**config.mk**
```make
export PLATFORM = sky130hd
export DESIGN_NAME = pipe_stage_skid_reg
export DESIGN_NICKNAME = d
export VERILOG_FILES = /design/src/rtl/pipe_stage_pkg.sv /design/src/rtl/pipe_stage_sat_cnt.sv /design/src/rtl/pipe_stage_skid_reg.sv
export SDC_FILE = /design/constraint.sdc
export NUM_CORES = 1
export LEC_CHECK = 0
export ABC_AREA = 1
export BUFFER_PORTS_ARGS = -buffer_cell sky130_fd_sc_hd__buf_2
export CAP_MARGIN = 20
export CORE_MARGIN = 8
export CORE_UTILIZATION = 38
export DETAILED_ROUTE_END_ITERATION = 7
export REMOVE_ABC_BUFFERS = 1
export SYNTH_ARGS = -nofsm -noshare
export SYNTH_HDL_FRONTEND = slang
export SYNTH_SLANG_ARGS = --single-unit
```
**constraint.sdc**
```tcl
create_clock -name clk -period 1.9 [get_ports clk]
set_input_delay 0.19 -clock clk [delete_from_list [all_inputs] [get_ports clk]]
set_output_delay 0.19 -clock clk [all_outputs]
set_load 0.03 [all_outputs]
```
**src/rtl/pipe_stage_pkg.sv**
```systemverilog
// Shared definitions for the parametrised skid-buffered pipeline stage.
// The state encoding doubles as the occupancy count, so one can be
// converted to the other without any lookup.
package pipe_stage_pkg;

    typedef enum logic [1:0] {
        ST_EMPTY = 2'd0,
        ST_ONE   = 2'd1,
        ST_FULL  = 2'd2
    } pipe_state_e;

    localparam int OCC_W = 2;

    // Number of entries held in a given state.
    function automatic logic [OCC_W-1:0] state_to_occ(input pipe_state_e st);
        return OCC_W'(st);
    endfunction

endpackage

```
**src/rtl/pipe_stage_sat_cnt.sv**
```systemverilog
// Saturating up-counter with asynchronous active-low clear.
// Counts once per cycle while inc_i is high and holds at all-ones.
module pipe_stage_sat_cnt #(
    parameter int CNT_W = 32
) (
    input  logic             clk,
    input  logic             rst_n,
    input  logic             inc_i,
    output logic [CNT_W-1:0] cnt_o
);

    logic [CNT_W-1:0] cnt_q;
    logic [CNT_W-1:0] cnt_d;

    // Next count: advance unless idle or already saturated.
    always_comb begin
        cnt_d = cnt_q;
        if (inc_i && (cnt_q != {CNT_W{1'b1}})) begin
            cnt_d = cnt_q + {{(CNT_W-1){1'b0}}, 1'b1};
        end
    end

    // Counter register, cleared asynchronously.
    always_ff @(posedge clk or negedge rst_n) begin
        if (!rst_n) begin
            cnt_q <= '0;
        end else begin
            cnt_q <= cnt_d;
        end
    end

    assign cnt_o = cnt_q;

endmodule

```
**src/rtl/pipe_stage_skid_reg.sv**
```systemverilog
// Parametrised pipeline stage register with valid/ready handshake and a
// 2-entry skid buffer (main + skid). up_ready_o comes straight from the
// state register, so there is no combinational ready path through the stage.
// Stall freezes only the output side; irq/flush empties the stage.
// Optional feature: define PIPE_STAGE_PERF_EN to get saturating stall/flush
// performance counters; otherwise the perf outputs are tied to zero.
module pipe_stage_skid_reg
    import pipe_stage_pkg::*;
#(
    parameter int DATA_W  = 80,
    parameter int N_STALL = 4,
    parameter int CNT_W   = 32
) (
    input  logic               clk,
    input  logic               rst_n,
    input  logic [N_STALL-1:0] stall_i,
    input  logic               irq_i,
    input  logic               flush_i,
    input  logic               up_valid_i,
    output logic               up_ready_o,
    input  logic [DATA_W-1:0]  up_data_i,
    output logic               dn_valid_o,
    input  logic               dn_ready_i,
    output logic [DATA_W-1:0]  dn_data_o,
    output logic [1:0]         occupancy_o,
    output logic [CNT_W-1:0]   perf_stall_cnt_o,
    output logic [CNT_W-1:0]   perf_flush_cnt_o
);

    pipe_state_e       state_q, state_d;
    logic [DATA_W-1:0] main_q, main_d;
    logic [DATA_W-1:0] skid_q, skid_d;

    logic stall;
    logic flush;
    logic take;
    logic accept;

    // An interrupt must be able to clear a stalled pipe, so it masks stall.
    assign stall  = (|stall_i) & ~irq_i;
    assign flush  = irq_i | flush_i;

    assign up_ready_o  = (state_q != ST_FULL);
    assign dn_valid_o  = (state_q != ST_EMPTY);
    // main is already zero when empty; the gate keeps that guarantee explicit.
    assign dn_data_o   = dn_valid_o ? main_q : '0;
    assign occupancy_o = state_to_occ(state_q);

    assign take   = dn_valid_o & dn_ready_i & ~stall;
    assign accept = up_valid_i & up_ready_o & ~flush;

    // Next-state and datapath steering; flush overrides everything.
    always_comb begin
        state_d = state_q;
        main_d  = main_q;
        skid_d  = skid_q;
        if (flush) begin
            state_d = ST_EMPTY;
            main_d  = '0;
            skid_d  = '0;
        end else begin
            unique case (state_q)
                ST_EMPTY: begin
                    if (accept) begin
                        state_d = ST_ONE;
                        main_d  = up_data_i;
                    end
                end
                ST_ONE: begin
                    if (accept && take) begin
                        main_d = up_data_i;
                    end else if (accept) begin
                        state_d = ST_FULL;
                        skid_d  = up_data_i;
                    end else if (take) begin
                        state_d = ST_EMPTY;
                        main_d  = '0;
                    end
                end
                ST_FULL: begin
                    // up_ready_o is low here, so only the drain side can move.
                    if (take) begin
                        state_d = ST_ONE;
                        main_d  = skid_q;
                        skid_d  = '0;
                    end
                end
                default: begin
                    state_d = ST_EMPTY;
                    main_d  = '0;
                    skid_d  = '0;
                end
            endcase
        end
    end

    // State and payload registers; reset discards every held entry at once.
    always_ff @(posedge clk or negedge rst_n) begin
        if (!rst_n) begin
            state_q <= ST_EMPTY;
            main_q  <= '0;
            skid_q  <= '0;
        end else begin
            state_q <= state_d;
            main_q  <= main_d;
            skid_q  <= skid_d;
        end
    end

`ifdef PIPE_STAGE_PERF_EN
    pipe_stage_sat_cnt #(
        .CNT_W (CNT_W)
    ) u_stall_cnt (
        .clk   (clk),
        .rst_n (rst_n),
        .inc_i (dn_valid_o & stall),
        .cnt_o (perf_stall_cnt_o)
    );

    pipe_stage_sat_cnt #(
        .CNT_W (CNT_W)
    ) u_flush_cnt (
        .clk   (clk),
        .rst_n (rst_n),
        .inc_i (flush),
        .cnt_o (perf_flush_cnt_o)
    );
`else
    assign perf_stall_cnt_o = '0;
    assign perf_flush_cnt_o = '0;
`endif

endmodule

```
==> impl_metrics.env <==
export IMPL_powerDensity_mw_per_mm2=796.9
export IMPL_yosysWarnings=0
export IMPL_min_from="up_data_i[28]"
export IMPL_yosys_top_cells_area="dfrtp_1, nand2_1, inv_1"
export IMPL_fin_util=0.4722
export IMPL_synth_edff_count=0
export IMPL_fin_tns_setup_ns=0
export IMPL_ys_async_sr_fraction=1.000
export IMPL_area_delta_synth_final_pct=23.29
export IMPL_io_pins=238
export IMPL_synth_cells=1405
export IMPL_endpoint_kind="output port"
export IMPL_rsz0062_at_grt="yes"
export IMPL_yosys_most_used_dff="dfrtp_1"
export IMPL_synth_seq_cells=162
export IMPL_syn_area_sq_mm=0.009562
export IMPL_dr_pass1_iters=5
export IMPL_cellLeakagePower_uw=0.006162
export IMPL_reg2reg_setup_slack_ns=0.09
export IMPL_num_vias=9126
export IMPL_drc=0
export IMPL_grt_max_degree=81
export IMPL_path_cells="nor2_4, buf_12, buf_12, clkbuf_16, nor2_1, buf_2"
export IMPL_ir_drop_uv=506.0
export IMPL_fin_hold_ws_ns=0.02368
export IMPL_syn_avg_cell_area_sq_um=6.805
export IMPL_grt_pass1_wl_mm=46.89
export IMPL_die_x_um=174.6
export IMPL_cts_root_buffer="clkbuf_16"
export IMPL_synth_cell_type_count=21
export IMPL_reg2regPathDepth=9
export IMPL_synth_most_common_cell="nand2_1"
export IMPL_synth_common_cells="nand2_1, inv_1, dfrtp_1"
export IMPL_worstHoldEndpoint="skid_q[28]$_DFFE_PN0P_"
export IMPL_r2r_start="occupancy_o[0]$_DFFE_PN0P_"
export IMPL_synth_seq_area_share=0.4240
export IMPL_insertion_delay_ns=0.42
export IMPL_cts_buffer_depth=2
export IMPL_drive_gt1_frac=0.1761
export IMPL_yosys_area_top_type="dfrtp_1"
export IMPL_grt_overflow_total=0
export IMPL_fin_cells=1897
export IMPL_min_path_cells=3
export IMPL_grt_pass1_vias=8746
export IMPL_cpPeakStageDelay_ns=0.44
export IMPL_clkSinkCount=162
export IMPL_dieArea_sq_mm=0.03049
export IMPL_clkTransAtPathRegs_ns=0.07
export IMPL_track_usage=0.1891
export IMPL_timing_rr_end="main_q[26]$_DFFE_PN0P_"
export IMPL_crit_arrival_ns=1.70
export IMPL_cts_tree="built"
export IMPL_slew_violations=0
export IMPL_die_h_um=174.6
export IMPL_hold_viol_final=0
export IMPL_routed_wl_mm=32.03
export IMPL_cap_viol_max_count=0
export IMPL_status="finished clean"
export IMPL_fin_skew_ns=0.007367
export IMPL_avgRoutedWirePerCell_um=16.88
export IMPL_dpl_cell_area_sq_mm=0.01060
export IMPL_fp_row_count=58
export IMPL_cp_required_ns=1.71
export IMPL_vias_per_cell=4.811
export IMPL_cp_start_kind="register"
export IMPL_dr_first_iter_drc_count=893
export IMPL_portBuffers=173
export IMPL_final_cell_area_sq_mm=0.01179
export IMPL_path_buf_inv=4
export IMPL_grt_antenna_before_repair=2
export IMPL_slowest_stage="dfrtp_2"
export IMPL_synth_top_area_frac=0.4240
export IMPL_gp_congestion=0.7451
export IMPL_critPathTopFamily="buffers and inverters"
export IMPL_critPathKind="register to output port"
export IMPL_antenna_left=0
export IMPL_diodes=0
export IMPL_setup_violations_final=0
export IMPL_dp_cells=1843
export IMPL_cts_htree_levels=4
export IMPL_numCtsBuffers=17
export IMPL_path_common_cell="buf_12"
export IMPL_core_sq_mm=0.02496
export IMPL_hold_class="primary input to register"
export IMPL_finalWorstPathRequiredPeriod_ns=1.889
export IMPL_fin_crit_sh=0.9943
export IMPL_start_util=0.3830
export IMPL_nNetsFinal=1644
export IMPL_dp_hpwl_mm=17.29
export IMPL_clock_fmax_ghz=0.5293
export IMPL_path_max_fanout=6
[logic make-up after synthesis]
kind of cell | Yosys count | synth area share
and+or+nand+nor | 672 | 0.2770
DFF | 162 | 0.4240
buffers and inverters | 331 | 0.1628
AOI/OAI and AO/OA | 239 | 0.1358
other | 1 | 0.0003922
[report_power, final]
| group | internal, uW | switching (uW) | total, uW |
|---|---|---|---|
| clock network | 2420 | 1500 | 3910 |
| logic | 583 | 1230 | 1810 |
| registers | 3590 | 84.0 | 3670 |
| total | 6590 | 2810 | 9390 |
[flip-flops by register name (all words and copies together), names as in the netlist]
register and cells:
main_q 80, occupancy_o 2, skid_q 80
[layer usage]
metal / up-vias / part of all wire / GRT usage
met1: 4229 / 0.45 / 0.2498
met3: 21 / 0.082 / 0.04684
met2: 382 / 0.46 / 0.3054
li1: 4490 / - / -
met5: - / 0.00084 / 0
met4: 4 / 0.0093 / 0.04910
[final cells by class]
cell class	count	area, sq um
Clock buffer	20	456.7
Clock inverter	12	202.7
Fill cell	2539	13180
Inverter	175	656.9
Multi-Input combinational cell	975	4255
Sequential cell	162	4056
Tap cell	330	412.9
Timing Repair Buffer	223	1748
[per-stage QoR]
step / setup WS [ns] / total power, uW
after floorplan: -4.852 / 4628
after global placement: -0.008066 / 5224
after detailed placement: -0.07239 / 5237
after CTS: -0.05968 / 9257
after global routing: -0.06852 / 9774
final: 0.01075 / 9394
[layout by cell type (no fill, tap or decap), types with 2 or more instances in the layout]
cell type	netlist	final
clkinv_2	0	2
dfrtp_1	162	160
o21ai_0	107	107
conb_1	1	64
clkbuf_16	0	25
nor2_1	129	121
o21ai_1	91	91
nand3_1	84	81
inv_1	169	169
o211ai_1	2	2
nor2_2	2	7
buf_2	20	158
clkbuf_4	0	2
nand3_4	0	2
nor2_4	1	4
dfrtp_2	0	2
clkbuf_8	0	2
bufinv_16	0	5
nand2_1	454	453
inv_2	5	5
buf_6	0	7
buf_16	0	4
buf_4	77	25
inv_6	0	2
clkinv_4	0	2
nand3_2	1	2
a21o_1	38	38
buf_12	0	17
[tightest hold or removal path, stage by stage]
cell     delay, ns
buf_2         0.10
nand2_1       0.05
o21ai_1       0.06
[how the worst max path moves through the flow]
stage | startpoint | to | slack (ns) | cells after the start
floorplan | occupancy_o[0]$_DFFE_PN0P_ | main_q[0]$_DFFE_PN0P_ | -4.85 | 8
detailed placement | occupancy_o[0]$_DFFE_PN0P_ | main_q[43]$_DFFE_PN0P_ | -0.07 | 6
finish | occupancy_o[0]$_DFFE_PN0P_ | dn_data_o[30] | 0.01 | 6
global placement | occupancy_o[0]$_DFFE_PN0P_ | main_q[57]$_DFFE_PN0P_ | -0.008 | 6
CTS | occupancy_o[1]$_DFFE_PN0P_ | dn_data_o[4] | -0.06 | 4
global route | occupancy_o[0]$_DFFE_PN0P_ | dn_data_o[30] | -0.07 | 6
[what timing repair did]
| action | CTS | global route |
|---|---|---|
| pin swaps | 1 | 3 |
| resized for setup | 2 | 56 |
| cloned | 3 | 11 |
| hold buffers | 1 | 0 |
| hold endpoints to repair | 37 | 0 |
| buffers inserted | 2 | 5 |
| setup endpoints to repair | 88 | 138 |
Note: power is estimated with default switching activity, not from simulation.
